==> src/rtl/latency_stats_collector.sv <==
// Running statistics (count, sum, min, max, timeouts) over timer interval results,
// plus a small sample FIFO for slow-control readout. Single clock domain.
module latency_stats_collector #(
   parameter int                DATA_W      = 8,
   parameter int                CNT_W       = 16,
   parameter int                SUM_W       = 24,
   parameter int                FIFO_DEPTH  = 16,
   parameter logic [DATA_W-1:0] TIMEOUT_VAL = {DATA_W{1'b1}}
) (
   input  logic                         clk,
   input  logic                         reset,
   input  logic [DATA_W-1:0]            meas_in,
   input  logic                         meas_valid,
   input  logic                         clear,
   input  logic                         rd_en,
   output logic [DATA_W-1:0]            rd_data,
   output logic                         rd_valid,
   output logic                         fifo_empty,
   output logic                         fifo_full,
   output logic [$clog2(FIFO_DEPTH):0]  fifo_level,
   output logic                         overflow,
   output logic [CNT_W-1:0]             sample_cnt,
   output logic [CNT_W-1:0]             timeout_cnt,
   output logic [SUM_W-1:0]             sum,
   output logic [DATA_W-1:0]            min_val,
   output logic [DATA_W-1:0]            max_val
);

   localparam int AW = $clog2(FIFO_DEPTH);
   localparam logic [AW:0] DEPTH_L = (AW+1)'(FIFO_DEPTH);

   logic [DATA_W-1:0] r_mem [FIFO_DEPTH];
   logic [AW-1:0]     r_wr_ptr;
   logic [AW-1:0]     r_rd_ptr;
   logic [AW:0]       r_level;
   logic              r_empty;
   logic              r_full;
   logic              r_overflow;
   logic [DATA_W-1:0] r_rd_data;
   logic              r_rd_valid;
   logic [CNT_W-1:0]  r_sample_cnt;
   logic [CNT_W-1:0]  r_timeout_cnt;
   logic [SUM_W-1:0]  r_sum;
   logic [DATA_W-1:0] r_min;
   logic [DATA_W-1:0] r_max;

   logic              w_clr;
   logic              w_is_timeout;
   logic              w_accept;
   logic              w_pop;
   logic              w_push;
   logic [AW:0]       w_level_nxt;
   logic [SUM_W:0]    w_sum_ext;
   logic [SUM_W-1:0]  w_sum_sat;

   // Sample classification, FIFO handshake and saturating sum
   always_comb begin
      w_clr        = reset || clear;
      w_is_timeout = meas_valid && (meas_in == TIMEOUT_VAL);
      w_accept     = meas_valid && !w_is_timeout;
      w_pop        = rd_en && !r_empty;
      // a full FIFO still takes the sample when a pop frees the slot this cycle
      w_push       = w_accept && (!r_full || w_pop);
      w_sum_ext    = {1'b0, r_sum} + {{(SUM_W+1-DATA_W){1'b0}}, meas_in};
      if (w_sum_ext[SUM_W]) begin
         w_sum_sat = {SUM_W{1'b1}};
      end else begin
         w_sum_sat = w_sum_ext[SUM_W-1:0];
      end
      case ({w_push, w_pop})
         2'b10:   w_level_nxt = r_level + (AW+1)'(1);
         2'b01:   w_level_nxt = r_level - (AW+1)'(1);
         default: w_level_nxt = r_level;
      endcase
   end

   // Statistics accumulators
   always_ff @(posedge clk) begin
      if (w_clr) begin
         r_sample_cnt  <= {CNT_W{1'b0}};
         r_timeout_cnt <= {CNT_W{1'b0}};
         r_sum         <= {SUM_W{1'b0}};
         r_min         <= {DATA_W{1'b1}};
         r_max         <= {DATA_W{1'b0}};
      end else begin
         if (w_is_timeout && (r_timeout_cnt != {CNT_W{1'b1}})) begin
            r_timeout_cnt <= r_timeout_cnt + CNT_W'(1);
         end
         if (w_accept) begin
            if (r_sample_cnt != {CNT_W{1'b1}}) begin
               r_sample_cnt <= r_sample_cnt + CNT_W'(1);
            end
            r_sum <= w_sum_sat;
            if (meas_in < r_min) begin
               r_min <= meas_in;
            end
            if (meas_in > r_max) begin
               r_max <= meas_in;
            end
         end
      end
   end

   // FIFO storage, no reset needed on the data array
   always_ff @(posedge clk) begin
      if (w_push && !w_clr) begin
         r_mem[r_wr_ptr] <= meas_in;
      end
   end

   // FIFO pointers, occupancy flags, read port and overflow flag
   always_ff @(posedge clk) begin
      if (w_clr) begin
         r_wr_ptr   <= {AW{1'b0}};
         r_rd_ptr   <= {AW{1'b0}};
         r_level    <= {(AW+1){1'b0}};
         r_empty    <= 1'b1;
         r_full     <= 1'b0;
         r_overflow <= 1'b0;
         r_rd_data  <= {DATA_W{1'b0}};
         r_rd_valid <= 1'b0;
      end else begin
         if (w_push) begin
            r_wr_ptr <= r_wr_ptr + AW'(1);
         end
         if (w_pop) begin
            r_rd_ptr  <= r_rd_ptr + AW'(1);
            r_rd_data <= r_mem[r_rd_ptr];
         end
         if (w_accept && !w_push) begin
            r_overflow <= 1'b1;
         end
         r_rd_valid <= w_pop;
         r_level    <= w_level_nxt;
         r_empty    <= (w_level_nxt == {(AW+1){1'b0}});
         r_full     <= (w_level_nxt == DEPTH_L);
      end
   end

   assign rd_data     = r_rd_data;
   assign rd_valid    = r_rd_valid;
   assign fifo_empty  = r_empty;
   assign fifo_full   = r_full;
   assign fifo_level  = r_level;
   assign overflow    = r_overflow;
   assign sample_cnt  = r_sample_cnt;
   assign timeout_cnt = r_timeout_cnt;
   assign sum         = r_sum;
   assign min_val     = r_min;
   assign max_val     = r_max;

endmodule

==> config.mk <==
export PLATFORM = sky130hd
export DESIGN_NAME = latency_stats_collector
export DESIGN_NICKNAME = d
export VERILOG_FILES = /design/src/rtl/latency_stats_collector.sv
export SDC_FILE = /design/constraint.sdc
export NUM_CORES = 1
export LEC_CHECK = 0
export ABC_AREA = 1
export BUFFER_PORTS_ARGS = -buffer_cell sky130_fd_sc_hd__buf_2
export CAP_MARGIN = 25
export CORE_MARGIN = 3
export CORE_UTILIZATION = 40
export CTS_BUF_LIST = sky130_fd_sc_hd__clkbuf_16
export CTS_CLUSTER_SIZE = 12
export DETAILED_ROUTE_END_ITERATION = 8
export PLACE_DENSITY = 0.59
export SKIP_LAST_GASP = 1
export SYNTH_ARGS = -nofsm -noshare
export SYNTH_HDL_FRONTEND = slang
export SYNTH_SLANG_ARGS = --single-unit
export TNS_END_PERCENT = 100
==> constraint.sdc <==
create_clock -name clk -period 2 [get_ports clk]
set_input_delay 0.2 -clock clk [delete_from_list [all_inputs] [get_ports clk]]
set_output_delay 0.2 -clock clk [all_outputs]
set_load 0.01 [all_outputs]
==> results of run 1 <==
[power by group through the flow]
stage / registers, µW / clock network, µW / logic (µW)
after global routing: 4970 / 4440 / 823
after detailed placement: 5070 / 0 / 717
final: 4970 / 4140 / 736
after CTS: 4970 / 4240 / 725
after global placement: 5070 / 0 / 710
after floorplan: 5080 / 0 / 390
[cell usage after synthesis (all sizes together)]
master / instances / area (µm²)
a21boi: 1 / 7.510
a21oi: 60 / 315.3
a31oi: 2 / 12.51
and2: 1 / 7.510
and3: 1 / 6.260
buf: 31 / 202.7
clkbuf: 14 / 52.55
clkinv: 2 / 7.510
dfxtp: 97 / 1942
edfxtp: 128 / 3844
fa: 2 / 40.04
ha: 34 / 425.4
inv: 117 / 449.2
mux2i: 1 / 10.01
nand2: 367 / 1433
nand3: 182 / 935.9
nand3b: 3 / 22.52
nand4: 12 / 111.4
nor2: 119 / 501.7
nor3: 29 / 172.7
nor3b: 1 / 7.510
nor4: 1 / 6.260
o211ai: 8 / 60.06
o21a: 1 / 7.510
o21ai: 34 / 170.2
o21bai: 1 / 7.510
or2: 1 / 6.260
xnor2: 12 / 105.1
xor2: 15 / 131.4
[per-layer routing]
metal | vias to the layer above | routed length (µm) | GRT usage, %
met5 | - | 0 | 0
met4 | 0 | 700 | 5.727
met3 | 45 | 1688 | 3.287
met2 | 227 | 13780 | 32.46
met1 | 4267 | 13590 | 28.30
li1 | 4573 | - | -
[cells in the final DEF, fill, tap and decap left out, types with 3 or more instances in the layout]
cell type  netlist  final
a21oi_1         56     53
a21oi_2          4      7
buf_12           0      3
buf_2           21    101
buf_4            4     80
clkbuf_16        0     25
clkinv_1         2      9
dfxtp_1         97     95
edfxtp_1       128    128
ha_1            34     32
inv_1          105    111
inv_2            9     12
nand2_1        355    349
nand2_2          7     11
nand2_4          5      7
nand3_1        177    172
nand3_2          5      9
nand3b_1         3      3
nand4_1          9      9
nor2_1         109    106
nor2_2           4      5
nor2_4           6      8
nor3_1          26     26
o211ai_1         8      8
o21ai_0         30     28
o21ai_1          4      6
xnor2_1         12     12
xor2_1          15     15
[per-stage QoR]
step           utilization [%]  area (µm²)  TNS [ps]  setup slack (ps)  hold slack, ps
6_report                 48.81       13190         0             37.86           103.7
3_5_place_dp             45.55       12310     -1195            -247.5           465.2
5_1_grt                  48.81       13190    -185.2            -82.79           111.0
4_1_cts                  48.37       13070         0             5.776           77.36
2_1_floorplan                -       11010    -16.21            -13.10           298.9
3_3_place_gp             45.55       12310    -811.0            -220.4           456.0
[timing repair]
| action | in CTS | in global routing |
|---|---|---|
| pin swaps | 2 | 13 |
| hold buffers | 0 | 0 |
| hold endpoints to repair | 0 | 0 |
| endpoints found under the setup margin | 3 | 23 |
| resized for setup | 3 | 23 |
| buffers inserted | 2 | 4 |
[flip-flops by register name (all words and copies together), names as in the netlist, 5 cells and up]
signal / flops
sum: 24
r_mem: 128
min_val: 8
timeout_cnt: 16
fifo_level: 5
rd_data: 8
sample_cnt: 16
max_val: 8
[worst reg2reg max path, stage by stage, from the launching register on]
cell     delay, ps
dfxtp_2        330
nor2_4          90
inv_2           60
nand2_4         70
nand2_4         60
ha_4           170
buf_4          140
ha_4           290
nand3_1         80
nand2_1        100
xor2_1         160
nand2_1        110
buf_4          150
a21oi_2        100
[layout make-up]
cell class / instances / area share [%]
Clock buffer: 25 / 4.742
Clock inverter: 20 / 0.8252
Inverter: 119 / 3.462
Multi-Input combinational cell: 888 / 35.02
Sequential cell: 225 / 43.88
Tap cell: 341 / 3.234
Timing Repair Buffer: 184 / 8.840
[path summary, 6_finish.rpt]
| kind | from | end | slack [ps] | depth (start not counted) |
|---|---|---|---|---|
| worst max-delay path | fifo_empty$_SDFF_PP1_ | fifo_level[3]$_SDFF_PP0_ | 40 | 13 |
| worst min-delay path | reset | r_rd_ptr[3]$_SDFFE_PP0P_ | 100 | 4 |
| worst max register to register | fifo_empty$_SDFF_PP1_ | fifo_level[3]$_SDFF_PP0_ | 40 | 13 |
| worst min register to register | min_val[4]$_SDFFE_PP1P_ | min_val[4]$_SDFFE_PP1P_ | 480 | 2 |
[logic make-up (layout without fill, tap and decap cells)]
logic type,Yosys count,in the layout,synth area share (%)
XOR/XNOR,27,27,2.150
multiplexers,1,1,0.09100
flip-flops,225,225,52.59
AO/OA/AOI/OAI,107,107,5.278
adder cells (fa/ha/maj),36,36,4.231
AND/OR/NAND/NOR,717,717,29.19
buffers and inverters,164,348,6.472
==> results.sh, run 1 <==
export IMPL_netlist_area_mm2=0.01100
export IMPL_synth_distinct_cells=45
export IMPL_grt_overflow=0
export IMPL_seqCellArea_mm2=0.005788
export IMPL_hold_class="input pin to register"
export IMPL_pwr_share_comb_pct=7.5
export IMPL_die_area_mm2=0.02953
export IMPL_root_buffer="clkbuf_16"
export IMPL_fillers=2621
export IMPL_dp_cells=1751
export IMPL_cts_tree="yes"
export IMPL_die_width_um=171.8
export IMPL_cts_buffers=25
export IMPL_crit_family="simple AND/OR/NAND/NOR gates"
export IMPL_hold_viol=0
export IMPL_slowest_stage="dfxtp_2"
export IMPL_seqPwrFrac_pct=50.5
export IMPL_skew_ps=15.43
export IMPL_p_int_uw=7569
export IMPL_grt_max_degree=59
export IMPL_critPathMaxStageDelay_ps=330
export IMPL_period_needed_ps=1962
export IMPL_grt_pass1_vias=8741
export IMPL_pin_count=102
export IMPL_initial_core_util_pct=40.70
export IMPL_p_switching_uw=2273
export IMPL_crit_fanout=4
export IMPL_p_sw_share_pct=23.10
export IMPL_layout_drive_gt1_share_pct=19.78
export IMPL_outcome="finished, final reports clean"
export IMPL_cts_buffer_depth=3
export IMPL_wl_um=29760
export IMPL_p_per_area_mw_per_mm2=746.1
export IMPL_drc=0
export IMPL_rsz0062_at_grt="true"
export IMPL_yosysWarnings=0
export IMPL_multi_input_area_mm2=0.004619
export IMPL_p_leak_uw=0.005660
export IMPL_avgSynthCellArea_um2=8.614
export IMPL_finalPower_uw=9842
export IMPL_portBuffers=101
export IMPL_nNetsFinal=1492
export IMPL_drt_iter0_drc=800
export IMPL_period_share_pct=98.11
export IMPL_clkLatencyLatePin_ps=510
export IMPL_clkPwrFrac_pct=42.0
export IMPL_grt_usage_pct=20.16
export IMPL_syn_inst=1277
export IMPL_synth_seq_cells=225
export IMPL_tightest_slew_ps=642.7
export IMPL_numClockSinks=225
export IMPL_grt_pass1_wl_um=47010
export IMPL_hpwl_um=20900
export IMPL_wl_per_cell_um=16.51
export IMPL_dr_pass1_iters=5
export IMPL_setup_viol=0
export IMPL_antenna_found_initial=0
export IMPL_syn_to_final_growth_pct=19.92
export IMPL_gp_congestion=0.8813
export IMPL_cp_num_buf_inv=3
export IMPL_core_area_mm2=0.02703
export IMPL_max_freq_mhz=509.6
export IMPL_critPathKind="register to register"
export IMPL_slew_headroom_pct=57.15
export IMPL_crit_chain="nor2_4 -> inv_2 -> nand2_4 -> nand2_4 -> ha_4 -> buf_4 -> ha_4 -> nand3_1 -> nand2_1 -> xor2_1 -> nand2_1 -> buf_4 -> a21oi_2"
export IMPL_crit_required_ps=2430
export IMPL_syn_num_nets=1326
export IMPL_die_y_um=171.8
export IMPL_vias=9112
export IMPL_instances_no_fill=1802
export IMPL_synth_seq_area_share_pct=52.59
export IMPL_fp_row_count=60
export IMPL_arrival_ps=2390
export IMPL_via_per_inst=5.057
export IMPL_path_clk_slew_ps=60
export IMPL_ir_drop_mv=0.5201
export IMPL_start_kind="register"
export IMPL_antenna_cells=0
export IMPL_drv_cap=0
export IMPL_drv_slew=0
export IMPL_cp_end_kind="register"
export IMPL_cts_htree_levels=1
export IMPL_final_antenna_net_count=0
Note: power is estimated with default switching activity, not from simulation.
==> run 2, diff against run 1 <==
--- a/config.mk
+++ b/config.mk
@@ -9,11 +9,11 @@
 export BUFFER_PORTS_ARGS = -buffer_cell sky130_fd_sc_hd__buf_2
 export CAP_MARGIN = 25
 export CORE_MARGIN = 3
-export CORE_UTILIZATION = 40
+export CORE_UTILIZATION = 54
 export CTS_BUF_LIST = sky130_fd_sc_hd__clkbuf_16
 export CTS_CLUSTER_SIZE = 12
 export DETAILED_ROUTE_END_ITERATION = 8
-export PLACE_DENSITY = 0.59
+export PLACE_DENSITY = 0.75
 export SKIP_LAST_GASP = 1
 export SYNTH_ARGS = -nofsm -noshare
 export SYNTH_HDL_FRONTEND = slang
==> results.sh, run 2 (synthesis results as in run 1) <==
export IMPL_outcome="complete, but fails checks"
export IMPL_violations="negative setup slack"
export IMPL_cp_end_kind="register"
export IMPL_rrSetupSlack_ps=-70
export IMPL_wl_um=27580
export IMPL_hpwl_um=18450
export IMPL_postCtsHoldBufs=0
export IMPL_via_per_inst=5.366
export IMPL_design_area_mm2=0.01299
export IMPL_die_width_um=148.7
export IMPL_max_freq_mhz=483.8
export IMPL_busiest_layer="met2"
export IMPL_arrival_ps=2510
export IMPL_cts_htree_levels=1
export IMPL_start_kind="register"
export IMPL_crit_fanout=4
export IMPL_period_share_pct=103.4
export IMPL_wl_per_cell_um=16.10
export IMPL_final_antenna_net_count=0
export IMPL_cts_tree="yes"
export IMPL_largest_reg_flops=128
export IMPL_post_dp_cell_area_mm2=0.01212
export IMPL_hold_depth=2
export IMPL_drv_cap=0
export IMPL_final_cell_mix="nand2_1 (346), nand3_1 (173), edfxtp_1 (128)"
export IMPL_core_area_mm2=0.01972
export IMPL_use_met1_pct=33.44
export IMPL_drv_slew=0
export IMPL_largest_register="r_mem"
export IMPL_fin_util_pct=65.89
export IMPL_critPathKind="register to register"
export IMPL_instances_no_fill=1713
export IMPL_drc=0
export IMPL_p_per_area_mw_per_mm2=755.4
export IMPL_rsz0062_at_grt="true"
export IMPL_crit_required_ps=2440
export IMPL_grt_pass1_wl_um=43960
export IMPL_gp_congestion=0.9253
export IMPL_dr_pass1_iters=5
export IMPL_pin_count=102
export IMPL_hold_class="input pin to register"
export IMPL_cts_buffer_depth=3
export IMPL_layout_commonest_cell="nand2_1"
export IMPL_seqCellArea_mm2=0.005789
export IMPL_root_buffer="clkbuf_16"
export IMPL_antenna_found_initial=0
export IMPL_use_met3_pct=3.859
export IMPL_r2r_cells=14
export IMPL_slew_headroom_pct=56.16
export IMPL_numClockSinks=225
export IMPL_layout_drive_gt1_share_pct=19.28
export IMPL_setup_viol=3
export IMPL_die_y_um=148.7
export IMPL_nNetsFinal=1478
export IMPL_period_needed_ps=2067
export IMPL_initial_core_util_pct=55.79
export IMPL_met2_usage_pct=40.67
export IMPL_tightest_slew_ps=657.6
export IMPL_grt_max_degree=59
export IMPL_dp_cells=1665
export IMPL_grt_overflow=0
export IMPL_grt_usage_pct=24.47
export IMPL_drt_iter0_drc=602
export IMPL_cts_buffers=25
export IMPL_fillers=1627
export IMPL_hold_end="r_mem[3][7]$_DFFE_PP_"
export IMPL_hold_viol=0
export IMPL_fp_row_count=51
export IMPL_layout_setup_ws_ps=-67.05
export IMPL_finalPower_uw=9814
export IMPL_vias=9192
export IMPL_ir_drop_mv=0.6018
export IMPL_syn_to_final_growth_pct=18.10
export IMPL_portBuffers=101
export IMPL_min_delay_start="meas_in[7]"
export IMPL_multi_input_area_mm2=0.004637
export IMPL_path_clk_slew_ps=60
export IMPL_r2r_start="fifo_empty$_SDFF_PP1_"
export IMPL_r2r_end="fifo_full$_SDFF_PP0_"
export IMPL_die_area_mm2=0.02212
export IMPL_p_leak_uw=0.005563
export IMPL_skew_ps=16.26
export IMPL_grt_pass1_vias=8778
export IMPL_clkLatencyLatePin_ps=510
[run 2: cell count changes in the layout (fill, tap and decap cells not counted), moves of 2 or more]
cell | previous run | this run
nand2_2 | 11 | 14
nand2_1 | 349 | 346
a21oi_2 | 7 | 5
o21ai_0 | 28 | 30
ha_4 | 2 | 4
buf_4 | 80 | 68
a21oi_1 | 53 | 55
clkinvlp_4 | 0 | 2
buf_12 | 3 | 1
ha_1 | 32 | 30
o21ai_1 | 6 | 4
[run 2: metrics by stage]
step / setup slack [ps] / hold WS [ps] / TNS [ps]
6_report: -67.05 / 115.0 / -121.4
5_1_grt: -193.3 / 101.0 / -472.9
4_1_cts: -4.378 / 108.0 / -4.378
3_5_place_dp: -141.1 / 465.4 / -452.9
3_3_place_gp: -134.3 / 446.2 / -350.3
2_1_floorplan: -13.10 / 298.9 / -16.21
[run 2: final cells by class]
class,count,share of cell area [%]
Sequential cell,225,44.56
Multi-Input combinational cell,888,35.69
Timing Repair Buffer,170,7.975
Clock buffer,25,4.816
Inverter,119,3.515
Tap cell,265,2.552
Clock inverter,20,0.8668
Antenna cell,1,0.01926
[run 2: what timing repair did]
item / in CTS / in global routing
setup buffers: 0 / 2
endpoints found under the hold margin: 0 / 0
gates resized for setup: 2 / 25
endpoints found under the setup margin: 3 / 28
pin swaps: 0 / 17
[run 2: worst max-delay path: stages (launching register included)]
cell     delay, ps
dfxtp_2        330
nor2_4          90
inv_2           60
nand2_4         80
nand2_4         60
ha_4           180
fa_2           370
nand2_1         80
nand2_1         80
a21oi_2        160
xor2_1         170
nand2_1         90
nand2_2         80
nand2_2         50
nor2_1         120
[run 2: worst max path at each step]
stage                           from                     to  slack (ps)
2_1_floorplan  fifo_empty$_SDFF_PP1_   fifo_full$_SDFF_PP0_         -10
3_3_place_gp              meas_in[5]  fifo_empty$_SDFF_PP1_        -130
3_5_place_dp              meas_in[5]  fifo_empty$_SDFF_PP1_        -140
4_1_cts        fifo_empty$_SDFF_PP1_  fifo_empty$_SDFF_PP1_          -4
5_1_grt        fifo_empty$_SDFF_PP1_   fifo_full$_SDFF_PP0_        -190
6_report       fifo_empty$_SDFF_PP1_   fifo_full$_SDFF_PP0_         -70
[run 2: report_power, final]
group	total [µW]	internal, µW	leakage (µW)	switching [µW]
Combinational	710	249	0.00324	461
Clock	4140	2380	0.000386	1760
Sequential	4970	4930	0.00194	36.8
[run 2: metal layers]
metal | routed length [µm] | share of wire [%]
met1 | 11660 | 42
met2 | 13140 | 48
met3 | 2036 | 7.4
met4 | 737 | 2.7
met5 | 0 | 0
==> run 3, diff against run 2 <==
--- a/config.mk
+++ b/config.mk
@@ -13,6 +13,7 @@
 export CTS_BUF_LIST = sky130_fd_sc_hd__clkbuf_16
 export CTS_CLUSTER_SIZE = 12
 export DETAILED_ROUTE_END_ITERATION = 8
+export GPL_TIMING_DRIVEN = 0
 export PLACE_DENSITY = 0.75
 export SKIP_LAST_GASP = 1
 export SYNTH_ARGS = -nofsm -noshare
==> results.sh, run 3 (synthesis results as in run 1) <==
export IMPL_ir_drop_mv=0.6401
export IMPL_crit_required_ps=2450
export IMPL_grt_pass1_vias=8918
export IMPL_min_delay_start="meas_in[0]"
export IMPL_fillers=1583
export IMPL_via_per_inst=5.441
export IMPL_path_clk_slew_ps=60
export IMPL_pin_count=102
export IMPL_cts_tree="yes"
export IMPL_cts_buffers=25
export IMPL_portBuffers=101
export IMPL_crit_chain="nor2_4 -> clkinv_4 -> nand2_8 -> nand2_8 -> ha_4 -> buf_4 -> buf_4 -> ha_4 -> nand3_2 -> nand2_2 -> xor2_1 -> nand2_1 -> buf_6 -> a21oi_2"
export IMPL_grt_max_degree=24
export IMPL_start_kind="register"
export IMPL_p_per_area_mw_per_mm2=758.9
export IMPL_drt_iter0_drc=739
export IMPL_setup_viol=54
export IMPL_dr_pass1_iters=5
export IMPL_gp_congestion=0.9238
export IMPL_cts_buffer_depth=3
export IMPL_wl_per_cell_um=17.04
export IMPL_grt_overflow=0
export IMPL_drv_slew=0
export IMPL_outcome="complete, but fails checks"
export IMPL_grt_usage_pct=26.23
export IMPL_max_freq_mhz=457.0
export IMPL_tightest_slew_ps=788.2
export IMPL_fp_row_count=51
export IMPL_arrival_ps=2630
export IMPL_slowest_stage="dfxtp_2"
export IMPL_fin_util_pct=66.18
export IMPL_crit_family="simple AND/OR/NAND/NOR gates"
export IMPL_core_area_mm2=0.01972
export IMPL_numClockSinks=225
export IMPL_root_buffer="clkbuf_16"
export IMPL_crit_fanout=5
export IMPL_r2r_cells=14
export IMPL_worstSetupPathDepth=14
export IMPL_multi_input_area_mm2=0.004733
export IMPL_syn_to_final_growth_pct=18.62
export IMPL_cp_num_buf_inv=4
export IMPL_grt_pass1_wl_um=46770
export IMPL_final_cell_mix="nand2_1 (348), nand3_1 (172), edfxtp_1 (128)"
export IMPL_period_share_pct=109.4
export IMPL_skew_ps=15.93
export IMPL_postCtsHoldBufs=0
export IMPL_drc=0
export IMPL_critPathKind="register to register"
export IMPL_drv_cap=0
export IMPL_slew_headroom_pct=47.45
export IMPL_finalPower_uw=9903
export IMPL_final_antenna_net_count=0
export IMPL_die_width_um=148.7
export IMPL_rsz0062_at_grt="true"
export IMPL_vias=9310
export IMPL_die_area_mm2=0.02212
export IMPL_hpwl_um=19830
export IMPL_hold_class="input pin to register"
export IMPL_whs_ps=87.43
export IMPL_layout_drive_gt1_share_pct=19.57
export IMPL_clkLatencyLatePin_ps=520
export IMPL_p_leak_uw=0.005516
export IMPL_hold_viol=0
export IMPL_layout_commonest_cell="nand2_1"
export IMPL_die_y_um=148.7
export IMPL_seqCellArea_mm2=0.005791
export IMPL_hold_depth=1
export IMPL_largest_reg_flops=128
export IMPL_cts_htree_levels=1
export IMPL_initial_core_util_pct=55.79
export IMPL_violations="negative setup slack"
export IMPL_nNetsFinal=1477
export IMPL_layout_setup_ws_ps=-188.3
export IMPL_antenna_found_initial=0
export IMPL_wl_um=29150
export IMPL_period_needed_ps=2188
export IMPL_antenna_cells=0
export IMPL_r2r_start="fifo_empty$_SDFF_PP1_"
export IMPL_worstSetupStartpoint="fifo_empty$_SDFF_PP1_"
export IMPL_cp_end_kind="register"
export IMPL_critPathMaxStageDelay_ps=340
export IMPL_largest_register="r_mem"
[run 3: cell count changes in the layout (fill, tap and decap cells not counted), moves of 3 or more]
| cell | previous run | this run |
|---|---|---|
| nor2_4 | 8 | 11 |
| clkinv_1 | 8 | 5 |
| nor3_1 | 26 | 20 |
| buf_2 | 101 | 116 |
| buf_4 | 68 | 27 |
| nor2_2 | 4 | 10 |
| nor2_1 | 107 | 98 |
| nor3_2 | 1 | 7 |
| buf_6 | 0 | 8 |
| clkbuf_1 | 0 | 12 |
[run 3: layer usage]
layer | vias to the layer above | part of all wire, % | wire length, µm | track usage (%)
met5 | - | 0 | 0 | 0
met4 | 0 | 2.1 | 616 | 7.643
met3 | 47 | 7.1 | 2071 | 4.224
met2 | 342 | 48 | 13940 | 42.94
met1 | 4366 | 43 | 12530 | 36.48
li1 | 4555 | - | - | -
[run 3: what timing repair did]
action / in CTS / in global routing
pin swaps: 5 / 22
setup buffers: 6 / 14
endpoints found under the setup margin: 154 / 68
gates resized for setup: 38 / 34
[run 3: final cells by class]
class,instances,area share (%)
multi-input combinational,888,36.27
timing repair buffer,126,5.734
tap,265,2.541
buffer,43,1.889
clock inverter,20,0.8534
clock buffer,25,4.794
sequential,225,44.38
inverter,119,3.538
[run 3: power by group]
group,internal (µW),switching (µW)
Combinational,248,491
Clock,2380,1810
Sequential,4930,38.3
Total,7560,2340
[run 3: metrics by stage]
stage               area (µm²)  setup TNS, ps  worst slack (ps)  std cells
floorplan                11010         -16.21            -13.10       1277
global placement         11850         -81950            -835.2       1643
detailed placement       11880         -72530            -768.1       1648
CTS                      12800         -218.5            -99.17       1698
global route             13050         -10120            -294.4       1711
finish                   13050          -3137            -188.3       1711
[run 3: final timing paths]
path | to | slack, ps
max | fifo_level[3]$_SDFF_PP0_ | -190
min | r_mem[0][0]$_DFFE_PP_ | 90
max reg2reg | fifo_level[3]$_SDFF_PP0_ | -190
min reg2reg | overflow$_SDFFE_PP0P_ | 480
[run 3: worst reg2reg max path, cell delays in order (launching register included)]
cell and delay (ps):
dfxtp_2 340, nor2_4 170, clkinv_4 110, nand2_8 80, nand2_8 60, ha_4 190
buf_4 130, buf_4 130, ha_4 260, nand3_2 70, nand2_2 90, xor2_1 150
nand2_1 120, buf_6 130, a21oi_2 110
